`src/rtl/pipe_stage_reg.sv`:
```
// Parametrised pipeline-stage register used between the core's stages
// (IF/ID, ID/EX, EX/MEM, MEM/WB). It carries a control bundle and a data
// bundle behind a valid/ready handshake. It supports stall hold and
// flush-to-bubble, and has an optional 2-entry skid buffer. It also keeps
// saturating stall and bubble performance counters.
//
// While the stage holds no valid instruction, out_ctrl always reads
// CTRL_BUBBLE, so no write-enable can leak downstream. out_data keeps its
// last value.
module pipe_stage_reg #(
    parameter int                CTRL_W      = 8,
    parameter int                DATA_W      = 96,
    parameter int                SKID        = 1,
    parameter logic [CTRL_W-1:0] CTRL_BUBBLE = '0,
    parameter int                PERF_W      = 16
) (
    input  logic              clk,
    input  logic              rst,
    input  logic              in_valid,
    output logic              in_ready,
    input  logic [CTRL_W-1:0] in_ctrl,
    input  logic [DATA_W-1:0] in_data,
    output logic              out_valid,
    input  logic              out_ready,
    output logic [CTRL_W-1:0] out_ctrl,
    output logic [DATA_W-1:0] out_data,
    input  logic              stall,
    input  logic              flush,
    output logic [PERF_W-1:0] stall_cnt,
    output logic [PERF_W-1:0] bubble_cnt
);

    // EMPTY: nothing held. FULL: main register valid.
    // SKID: main and skid entries both valid (reachable only when SKID != 0).
    typedef enum logic [1:0] {
        ST_EMPTY = 2'd0,
        ST_FULL  = 2'd1,
        ST_SKID  = 2'd2
    } state_t;

    state_t            state_reg, state_next;
    logic [CTRL_W-1:0] main_ctrl_reg, main_ctrl_next;
    logic [DATA_W-1:0] main_data_reg, main_data_next;
    logic [CTRL_W-1:0] skid_ctrl_reg, skid_ctrl_next;
    logic [DATA_W-1:0] skid_data_reg, skid_data_next;

    logic acc;
    logic drain;

    assign out_valid = (state_reg != ST_EMPTY);
    assign out_ctrl  = main_ctrl_reg;
    assign out_data  = main_data_reg;

    // A stall from the hazard unit blocks the drain exactly like out_ready=0.
    assign acc   = in_valid & in_ready;
    assign drain = out_valid & out_ready & ~stall;

    // Next-state and register-load decisions; flush overrides everything below reset.
    always_comb begin
        state_next     = state_reg;
        main_ctrl_next = main_ctrl_reg;
        main_data_next = main_data_reg;
        skid_ctrl_next = skid_ctrl_reg;
        skid_data_next = skid_data_reg;

        case (state_reg)
            ST_EMPTY: begin
                if (acc) begin
                    state_next     = ST_FULL;
                    main_ctrl_next = in_ctrl;
                    main_data_next = in_data;
                end
            end
            ST_FULL: begin
                if (acc && drain) begin
                    main_ctrl_next = in_ctrl;
                    main_data_next = in_data;
                end else if (acc) begin
                    // Downstream is blocked; park the newcomer behind main.
                    // With SKID == 0, in_ready already requires drain, so this
                    // branch is unreachable.
                    state_next     = ST_SKID;
                    skid_ctrl_next = in_ctrl;
                    skid_data_next = in_data;
                end else if (drain) begin
                    state_next     = ST_EMPTY;
                    main_ctrl_next = CTRL_BUBBLE;
                end
            end
            ST_SKID: begin
                // in_ready is low here, so only the drain needs handling.
                if (drain) begin
                    state_next     = ST_FULL;
                    main_ctrl_next = skid_ctrl_reg;
                    main_data_next = skid_data_reg;
                    skid_ctrl_next = '0;
                    skid_data_next = '0;
                end
            end
            default: begin
                state_next     = ST_EMPTY;
                main_ctrl_next = CTRL_BUBBLE;
            end
        endcase

        // Squash everything held and anything arriving. The data word keeps
        // its old value because it is don't-care while the stage is empty.
        if (flush) begin
            state_next     = ST_EMPTY;
            main_ctrl_next = CTRL_BUBBLE;
            main_data_next = main_data_reg;
            skid_ctrl_next = '0;
            skid_data_next = '0;
        end
    end

    // State and payload registers, cleared asynchronously.
    always_ff @(posedge clk or negedge rst) begin
        if (!rst) begin
            state_reg     <= ST_EMPTY;
            main_ctrl_reg <= CTRL_BUBBLE;
            main_data_reg <= '0;
            skid_ctrl_reg <= '0;
            skid_data_reg <= '0;
        end else begin
            state_reg     <= state_next;
            main_ctrl_reg <= main_ctrl_next;
            main_data_reg <= main_data_next;
            skid_ctrl_reg <= skid_ctrl_next;
            skid_data_reg <= skid_data_next;
        end
    end

    generate
        if (SKID != 0) begin : g_skid_ready
            logic in_ready_reg;

            // Registered ready: low only while both entries are occupied.
            always_ff @(posedge clk or negedge rst) begin
                if (!rst) begin
                    in_ready_reg <= 1'b1;
                end else begin
                    in_ready_reg <= (state_next != ST_SKID);
                end
            end

            assign in_ready = in_ready_reg;
        end else begin : g_comb_ready
            // Single register: accept when empty or when the held beat leaves now.
            assign in_ready = ~out_valid | drain;
        end
    endgenerate

    // Counter 0 counts held-but-not-drained cycles; counter 1 counts empty cycles.
    logic [1:0] cnt_inc;
    assign cnt_inc[0] = out_valid & ~drain;
    assign cnt_inc[1] = ~out_valid;

    genvar gi;
    generate
        for (gi = 0; gi < 2; gi++) begin : g_perf
            logic [PERF_W-1:0] cnt_reg;

            // Saturating event counter; it sticks at all-ones instead of wrapping.
            always_ff @(posedge clk or negedge rst) begin
                if (!rst) begin
                    cnt_reg <= '0;
                end else if (cnt_inc[gi] && (cnt_reg != {PERF_W{1'b1}})) begin
                    cnt_reg <= cnt_reg + {{(PERF_W-1){1'b0}}, 1'b1};
                end
            end
        end
    endgenerate

    assign stall_cnt  = g_perf[0].cnt_reg;
    assign bubble_cnt = g_perf[1].cnt_reg;

endmodule
```
`config.mk`:
```
export PLATFORM = sky130hd
export DESIGN_NAME = pipe_stage_reg
export DESIGN_NICKNAME = d
export VERILOG_FILES = /design/src/rtl/pipe_stage_reg.sv
export SDC_FILE = /design/constraint.sdc
export NUM_CORES = 1
export LEC_CHECK = 0
export CORE_AREA = 2 2 158 160
export DETAILED_ROUTE_END_ITERATION = 16
export DIE_AREA = 0 0 160 162
export GPL_TIMING_DRIVEN = 0
export MAX_ROUTING_LAYER = met4
export PLACE_DENSITY = 0.8
export SLEW_MARGIN = 20
export SYNTH_ARGS = -nofsm -noshare
export SYNTH_HDL_FRONTEND = slang
export SYNTH_SLANG_ARGS = --single-unit
```
`constraint.sdc`:
```
create_clock -name clk -period 2.1 [get_ports clk]
set_input_delay 0.42 -clock clk [delete_from_list [all_inputs] [get_ports clk]]
set_output_delay 0.42 -clock clk [all_outputs]
set_load 0.02 [all_outputs]
```
# ---- Word-level counts from Yosys, hierarchy flattened
# Cells that the tools add are included.
dict set report word_totals {
  reg_bits 243
  latchBits 0
  ramBits 0
  rom_bits 0
  input_bits 110
  output_inout_bits 138
  memories 0
}
dict set report op_classes {
  add_sub_neg 2
  mul 0
  div 0
  n_lt_le_gt_ge 0
  n_eq_ne 14
  shift 0
  n_mux 25
  n_bitwise 8
  n_reduce_logical 10
}
# op n
set ops {}
lappend ops {{$mux 96} 6}
lappend ops {{$pmux 96 s3} 1}
lappend ops {{$pmux 96 s2} 1}
lappend ops {{$mux 8} 8}
lappend ops {{$add 16x1->16 const B} 2}
lappend ops {{$ne 16x16->1 const B} 2}
lappend ops {{$pmux 8 s3} 1}
lappend ops {{$pmux 8 s2} 1}
lappend ops {{$mux 2} 6}
lappend ops {{$ne 3x3->1 const B} 4}
lappend ops {{$ne 2x2->1 const B} 4}
lappend ops {{$ne 4x4->1 const B} 2}
lappend ops {{$reduce_and 4->1} 2}
lappend ops {{$pmux 2 s3} 1}
lappend ops {{$reduce_bool 3->1} 2}
lappend ops {{$reduce_and 5->1} 1}
lappend ops {{$and 1x1->1} 4}
lappend ops {{$not 1->1} 4}
lappend ops {{$logic_and 1x1->1} 3}
lappend ops {{$eq 2x1->1 const B} 1}
lappend ops {{$eq 2x2->1 const B} 1}
lappend ops {{$logic_not 2->1} 1}
lappend ops {{$reduce_bool 2->1} 1}

# ---- Depth between registers and ports, before layout
# Gate-level depths: netlist (run 1).
dict set report depth {
  ltp_word 9
  ltp_mapped 9
}

# ---- Worst setup path after synthesis (run 1)
# OpenSTA, ideal clock, no wires.
dict set report synth_timing {
  path_type {reg-to-reg}
  from {reg g_perf[1].cnt_reg[0] (netlist: bubble_cnt[0])}
  to {reg g_perf[1].cnt_reg[1] (netlist: bubble_cnt[1])}
  t_arrival_ns 1.795
  required_ns 1.975
  setup_slack_ns 0.180
  stages_incl_launch_ff 6
  path_buffers 0
  period_less_slack_ns 1.920
  cell_sequence {dfrtp_1 > ha_1 > nand3_1 > nor4_2 > nor2_1 > mux2_2}
}
dict set report synth_via {
  elab_chain_len 2
}
# element line_no
set synth_lines {}
lappend synth_lines {{from (decl)} 162} ;# logic [PERF_W-1:0] cnt_reg;
lappend synth_lines {{from (signal assigned)} 169} ;# cnt_reg <= cnt_reg + {{(PERF_W-1){1'b0}}, 1'b1};
lappend synth_lines {{branches (longest 2 deep; another with $add 16x1->16)} -}
# Parallel ways; which one is timed is not known.
# A chain may end at the register's enable or synchronous reset.

# ---- Worst setup path after layout (run 1)
dict set report layout_timing {
  from {reg g_perf[0].cnt_reg[2] (netlist: stall_cnt[2])}
  to {out stall_cnt[2]}
}
# element line_no
set layout_rtl {}
lappend layout_rtl {{from (decl)} 162}
lappend layout_rtl {{from (signal assigned)} 169}
lappend layout_rtl {{to (decl)} 29} ;# output logic [PERF_W-1:0] stall_cnt,
# No word-level cell between the ends.

==> results of run 1 <==
-- metal layers --
layer	wire length (um)	GRT usage	vias to the layer above
met5	0	-	-
met4	843	0.07494	0
met3	1964	0.04877	60
met2	13690	0.3587	266
met1	12520	0.2902	4218
li1	-	-	3891
-- synthesized netlist by cell type, types with 2 or more instances --
master,number,area (um2)
xor2_1,18,157.7
o2bb2ai_1,8,70.07
a31oi_1,4,25.02
and3_1,4,25.02
nand4_1,10,62.56
dfrtp_1,242,6056
ha_1,2,25.02
nor2_1,11,41.29
xnor2_1,8,70.07
buf_6,5,56.30
nand2_1,301,1130
nor2b_1,2,12.51
nor4_1,7,43.79
a21oi_1,4,20.02
and3b_1,2,17.52
inv_1,3,11.26
nand3_1,12,60.06
mux2i_1,8,80.08
mux2_2,59,664.4
clkbuf_1,25,93.84
or3_1,2,12.51
o21ba_2,2,20.02
nor3_1,9,45.04
buf_1,12,45.04
buf_2,17,85.08
nor4_2,2,25.02
nand2b_1,2,12.51
a22o_1,112,980.9
mux2_4,40,600.6
-- power by group through the flow --
stage	Combinational (mW)	Clock [mW]	Sequential, mW
global placement	3.94	0	5.97
global route	4.34	5.47	6.02
detailed placement	4.02	0	5.99
floorplan	1.25	0	6.70
CTS	4.07	5.25	5.93
finish	4.10	5.17	5.93
-- how the worst max path moves through the flow --
stage	slack (ps)	from	cells after the start	to
CTS	0.7	state_reg[0]$_DFF_PN0_	8	out_data[83]$_DFFE_PN0P_
finish	50	stall_cnt[2]$_DFFE_PN0P_	1	stall_cnt[2]
global placement	-9690	rst	1	out_data[74]$_DFFE_PN0P_
global route	-20	state_reg[1]$_DFF_PN0_	8	skid_data_reg[69]$_DFFE_PN0P_
detailed placement	-620	out_ready	8	skid_ctrl_reg[4]$_DFFE_PN0P_
floorplan	180	bubble_cnt[0]$_DFFE_PN0P_	5	bubble_cnt[1]$_DFFE_PN0P_
-- kinds of logic (layout without fill, tap and decap cells) --
family                     after synthesis  after routing  share of synthesized area
muxes                                  108            108                     0.1263
AOI/OAI and AO/OA                      133            133                     0.1069
DFF                                    243            243                     0.5664
other                                    0              1                          0
xor gates and xnor gates                26             26                    0.02121
adders and majority gates                2              2                   0.002330
and+or+nand+nor                        375            375                     0.1490
buffers and inverters                   63            376                    0.02785
-- through the flow --
step	area [um2]	hold WS, ps	worst slack [ps]
floorplan	10740	124.4	180.0
global placement	13620	484.3	-9688
detailed placement	13680	349.8	-620.4
CTS	14720	397.6	0.7159
global route	14920	408.9	-15.96
finish	14920	387.4	54.64
-- final cells by class --
| class | count | area (um2) | share of cell area |
|---|---|---|---|
| Sequential cell | 243 | 6083 | 0.4077 |
| Multi-Input combinational cell | 644 | 4387 | 0.2940 |
| Timing Repair Buffer | 265 | 2659 | 0.1782 |
| Clock buffer | 38 | 767.0 | 0.05140 |
| Tap cell | 324 | 405.4 | 0.02717 |
| Buffer | 59 | 397.9 | 0.02667 |
| Clock inverter | 11 | 207.7 | 0.01392 |
| Inverter | 3 | 11.26 | 0.0007547 |
| Antenna cell | 1 | 2.502 | 0.0001677 |
-- what timing repair did --
action                                  4_1_cts  5_1_grt
hold buffers                                  1        0
endpoints found under the hold margin        43        0
resized for setup                            28       42
setup buffers                                 1       13
endpoints found under the setup margin      193      185
pin swaps                                     1        4
gates cloned                                  0        1
==> impl_results.md, run 1 <==
* Outcome: finished clean
* Via count at roughly 8400
* Pin count of the biggest net entering global routing at just over 100
* Fin Setup TNS at 0 ps
* Avg Inst Size Synth at roughly 11 um2
* Final wirelength at 29.03 mm
* Dominant synthesized flop cell: dfrtp_1
* Fillers at ~2000
* Final Hold Viols at 0
* Drt drc at 0
* GP Congestion at about 0.84
* Drt pass-1 iters at 6
* Power, Total at around 15 mW
* Synth Cell Area at between 10000 and 15000 um2
* HP Class: in -> async
* Initial antenna violation count at 1
* Initial Utilization at 0.4454
* Fraction of registers with async set/reset at 1.000
* Cells after Synth at 950
* R2R cell count at 8
* Synthesized flop and latch total at ~240
* Maximum clock rate at 0.4889 GHz
* Final Slew Violations at 0
* Via density at roughly 5.3
* Crit path cell chain: clkdlybuf4s50_1
* Post-DP HPWL at 19.70 mm
* Nets at ~1400
* Fin crit share at 0.9740
* CTS Buffer Depth at 3
* R2R Path End: skid_data_reg[68]$_DFFE_PN0P_
* CP max-delay cell: clkdlybuf4s50_1
* Worst setup EP type: output port
* Crit path kind: reg -> out
* P_leak at about 7.0 nW
* I/O Pins at ~250
* CTS tree: yes
* Final ANT Viol Nets at 0
* Die Y at around 160 um
* Reg2Reg Setup Slack at approximately 70 ps
* Share of post-route cells with drive strength above 1 at 0.1686
* Synth Warn # at 0
* Reg2reg start: state_reg[1]$_DFF_PN0_
* Post-synth EDFFs at 0
* Row cnt at 57
* Library cells used by synthesis at between 40 and 50
* Die width at about 160 um
* Clk root buf: clkbuf_16
* Initial drt markers at approximately 470
* I/O Buffers at between 200 and 250
* GRT overflow at 0
* Comb power frac at 0.270
* Clk pwr share at 0.340
* # H-tree levels at 1
* CP max FO at 6
* Sw frac at 0.2879
* Startpoint Class: flop
* Largest delay share family, worst path: buffers and inverters
* Avg WL per Cell at ~18 um
* Least-Margin Pin Slew at 706.5 ps
* Number of clock buffers inserted by TritonCTS at 27
* Vias in the first global route at ~8600
* Max_cap viols at 0
* Finished Core Util at 0.6190
* Most frequent cells in the layout: 301 x nand2_1, 241 x dfrtp_1, 240 x clkdlybuf4s50_1, 112 x a22o_1, 59 x mux2_2
* Peak VDD IR at around 0.6 mV
* Worst path bufs/invs at 1
* Global-route wire length before repair at 45.83 mm
* Setup violations, final at 0
* CP peak stage delay at roughly 660 ps
* Post-route insts no fill at 1588
* Clock-pin slew on the worst setup and hold paths at 60 ps
* Sequential share of power at 0.390
* Final min period at approximately 2000 ps
* Final worst clock skew at about 20 ps
* Area growth, synth to finish at 38.95%
* Dpl cells at 1523
* Critical Path RT at ~1700 ps
* Clock latency at the later pin of the worst-skew pair at approximately 530 ps
* Clock Sinks at about 240
* Core area at 24110 um2
* Pwr per Cell Area at around 1000 nW/um2
* NetSw at 4.374 mW
* Sequential area share after synthesis at 0.5664
* Critical path arrival at 1630 ps
* Die area at around 26000 um2
* GRT Util Overall at 0.2256
* Most common cell after layout, fill and taps aside: nand2_1
* Syn nets at about 1100
* Power Internal at 10.82 mW
* Relative slew slack at 0.5290
(Power assumes the default switching activity.)
==> inputs of run 2 (changes only) <==
==> constraint.sdc (replaced) <==
create_clock -name clk -period 2.1 [get_ports clk]
set_input_delay 0.42 -clock clk [delete_from_list [all_inputs] [get_ports clk]]
set_output_delay 0.42 -clock clk [all_outputs]
set_load 0.005 [all_outputs]
==> run 2 against run 1 <==
Effect of this change: sequential share of layout area grew 0.096 points; worst setup slack lost 49 ps; power is 5.1% lower; critical endpoint is now skid_data_reg[56]$_DFFE_PN0P_; largest cell class unchanged.
==> impl_results.md, run 2 (same netlist as run 1, synthesis figures left out) <==
* Outcome: finished clean (unchanged)
* Row cnt at 57 (unchanged)
* Critical Path RT at 2550 ps (was 1680 ps)
* Finished Core Util at 0.6175 (was 0.6190)
* Global-route wire length before repair at 45.89 mm (was 45.83 mm)
* Final worst clock skew at 21.09 ps (was 20.31 ps)
* GRT Util Overall at 0.2258 (was 0.2256)
* Nets at 1351 (was 1355)
* Crit path kind: in -> reg (was reg -> out)
* CP most frequent cell: buf_2
* Initial Utilization at 0.4454 (unchanged)
* Pin count of the biggest net entering global routing at 101 (unchanged)
* Worst path bufs/invs at 4 (was 1)
* I/O Buffers at 247 (unchanged)
* CTS tree: yes (unchanged)
* Critical path arrival at 2540 ps (was 1630 ps)
* Core area at 24110 um2 (unchanged)
* CTS Buffer Depth at 3 (unchanged)
* Drt pass-1 iters at 5 (was 6)
* CP peak stage delay at 520 ps (was 660 ps)
* Die width at 160 um (unchanged)
* GRT overflow at 0 (unchanged)
* # H-tree levels at 1 (unchanged)
* Largest delay share family, worst path: buffers and inverters (unchanged)
* Die Y at 162 um (unchanged)
* GP Congestion at 0.8383 (unchanged)
* CP max FO at 10 (was 6)
* Fin crit share at 0.9973 (was 0.9740)
* Share of post-route cells with drive strength above 1 at 0.1652 (was 0.1686)
* Most frequent cells in the layout: 301 x nand2_1, 244 x clkdlybuf4s50_1, 241 x dfrtp_1, 112 x a22o_1, 59 x mux2_2 (was 301 x nand2_1, 241 x dfrtp_1, 240 x clkdlybuf4s50_1, 112 x a22o_1, 59 x mux2_2)
* Clk root buf: clkbuf_16 (unchanged)
* Peak VDD IR at 0.5626 mV (was 0.5927 mV)
* Final Slew Violations at 0 (unchanged)
* Die area at 25920 um2 (unchanged)
* Power, Total at 14.42 mW (was 15.19 mW)
* Final Hold Viols at 0 (unchanged)
* CP max-delay cell: clkdlybuf4s50_1 (unchanged)
* Least-Margin Pin Slew at 692.7 ps (was 706.5 ps)
* Worst setup EP type: flop (was output port)
* Clock latency at the later pin of the worst-skew pair at 530 ps (about the same)
* Post-DP HPWL at 19.70 mm (unchanged)
* Final min period at 2094 ps (was 2045 ps)
* Most common cell after layout, fill and taps aside: nand2_1 (unchanged)
* Avg WL per Cell at 18.14 um (was 18.28 um)
* Final wirelength at 28.74 mm (was 29.03 mm)
* Final ANT Viol Nets at 0 (unchanged)
* Relative slew slack at 0.5382 (was 0.5290)
* Number of clock buffers inserted by TritonCTS at 27 (unchanged)
* Clock Sinks at 243 (unchanged)
* Clock-pin slew on the worst setup and hold paths at 60 ps (about the same)
* P_leak at 6.970 nW (was 7.044 nW)
* I/O Pins at 248 (unchanged)
* Setup violations, final at 0 (unchanged)
* Dpl cells at 1523 (unchanged)
* Post-route insts no fill at 1584 (was 1588)
* Initial drt markers at 487 (was 468)
* Startpoint Class: primary input (was flop)
* Crit path cell chain: clkdlybuf4s50_1 > nor2b_1 > buf_2 > nor2_1 > a211oi_4 > buf_6 > buf_2 > a22o_1 (was clkdlybuf4s50_1)
* Area growth, synth to finish at 38.63% (was 38.95%)
* Fillers at 1946 (was 1953)
* Maximum clock rate at 0.4775 GHz (was 0.4889 GHz)
* Via density at 5.280 (was 5.312)
* Via count at 8363 (was 8435)
* Initial antenna violation count at 1 (unchanged)
* HP Class: in -> async (unchanged)
* Fin Setup TNS at 0 ps (unchanged)
* Pwr per Cell Area at 968.7 nW/um2 (was 1018 nW/um2)
* Drt drc at 0 (unchanged)
* Vias in the first global route at 8623 (was 8615)
* Max_cap viols at 0 (unchanged)
==> run 2: metal layers <==
layer,share of wire,global-route usage,vias up
met4,0.030,0.07494,0
li1,-,-,3877
met1,0.43,0.2901,4178
met3,0.065,0.04877,58
met5,0,-,-
met2,0.47,0.3597,250
==> run 2: metrics by stage <==
stage	worst slack, ps	hold slack, ps	instance area (um2)
2_1_floorplan	269.9	124.4	10740
3_3_place_gp	-9688	484.3	13620
3_5_place_dp	-620.4	349.8	13680
4_1_cts	3.052	397.6	14740
5_1_grt	-108.3	408.3	14890
6_report	5.743	389.3	14890
==> run 2: layout make-up <==
class | instances | area [um2] | area share
Timing Repair Buffer | 261 | 2626 | 0.1764
Buffer | 59 | 397.9 | 0.02673
Sequential cell | 243 | 6083 | 0.4087
Clock buffer | 38 | 767.0 | 0.05153
Tap cell | 324 | 405.4 | 0.02723
Clock inverter | 11 | 207.7 | 0.01395
Inverter | 3 | 11.26 | 0.0007565
Multi-Input combinational cell | 644 | 4384 | 0.2945
Antenna cell | 1 | 2.502 | 0.0001681
==> run 2: final timing paths <==
check | start | to | slack (ps) | cells past startpoint
setup / recovery | out_ready | skid_data_reg[56]$_DFFE_PN0P_ | 6 | 8
hold / removal | rst | skid_data_reg[35]$_DFFE_PN0P_ | 390 | 2
setup reg to reg | state_reg[0]$_DFF_PN0_ | out_data[13]$_DFFE_PN0P_ | 90 | 8
hold reg to reg | skid_data_reg[13]$_DFFE_PN0P_ | skid_data_reg[13]$_DFFE_PN0P_ | 500 | 1
max in group asynchronous | rst | out_data[87]$_DFFE_PN0P_ | 870 | 3
min in group clk | skid_data_reg[13]$_DFFE_PN0P_ | skid_data_reg[13]$_DFFE_PN0P_ | 500 | 1
==> run 2: what timing repair did <==
| action | 4_1_cts | 5_1_grt |
|---|---|---|
| setup endpoints to repair | 192 | 179 |
| hold buffers | 1 | 0 |
| hold endpoints to repair | 43 | 0 |
| buffers inserted | 2 | 9 |
| gates resized for setup | 27 | 31 |
| pin swaps | 1 | 2 |
==> run 2: worst register-to-register path, stage by stage, from the launching register on <==
cell      delay [ps]
dfrtp_2          460
nand2b_1         160
buf_4            170
a21oi_1          150
o21ba_1          160
buf_6            150
buf_12           160
buf_8            170
mux2_4           310
==> run 2: power by group <==
part | switching (mW) | internal (mW) | total [mW] | leakage [nW]
clock network | 1.90 | 3.27 | 5.16 | 0.476
registers | 0.524 | 5.40 | 5.93 | 3.13
logic | 1.19 | 2.14 | 3.33 | 3.36
total | 3.61 | 10.8 | 14.4 | 6.97
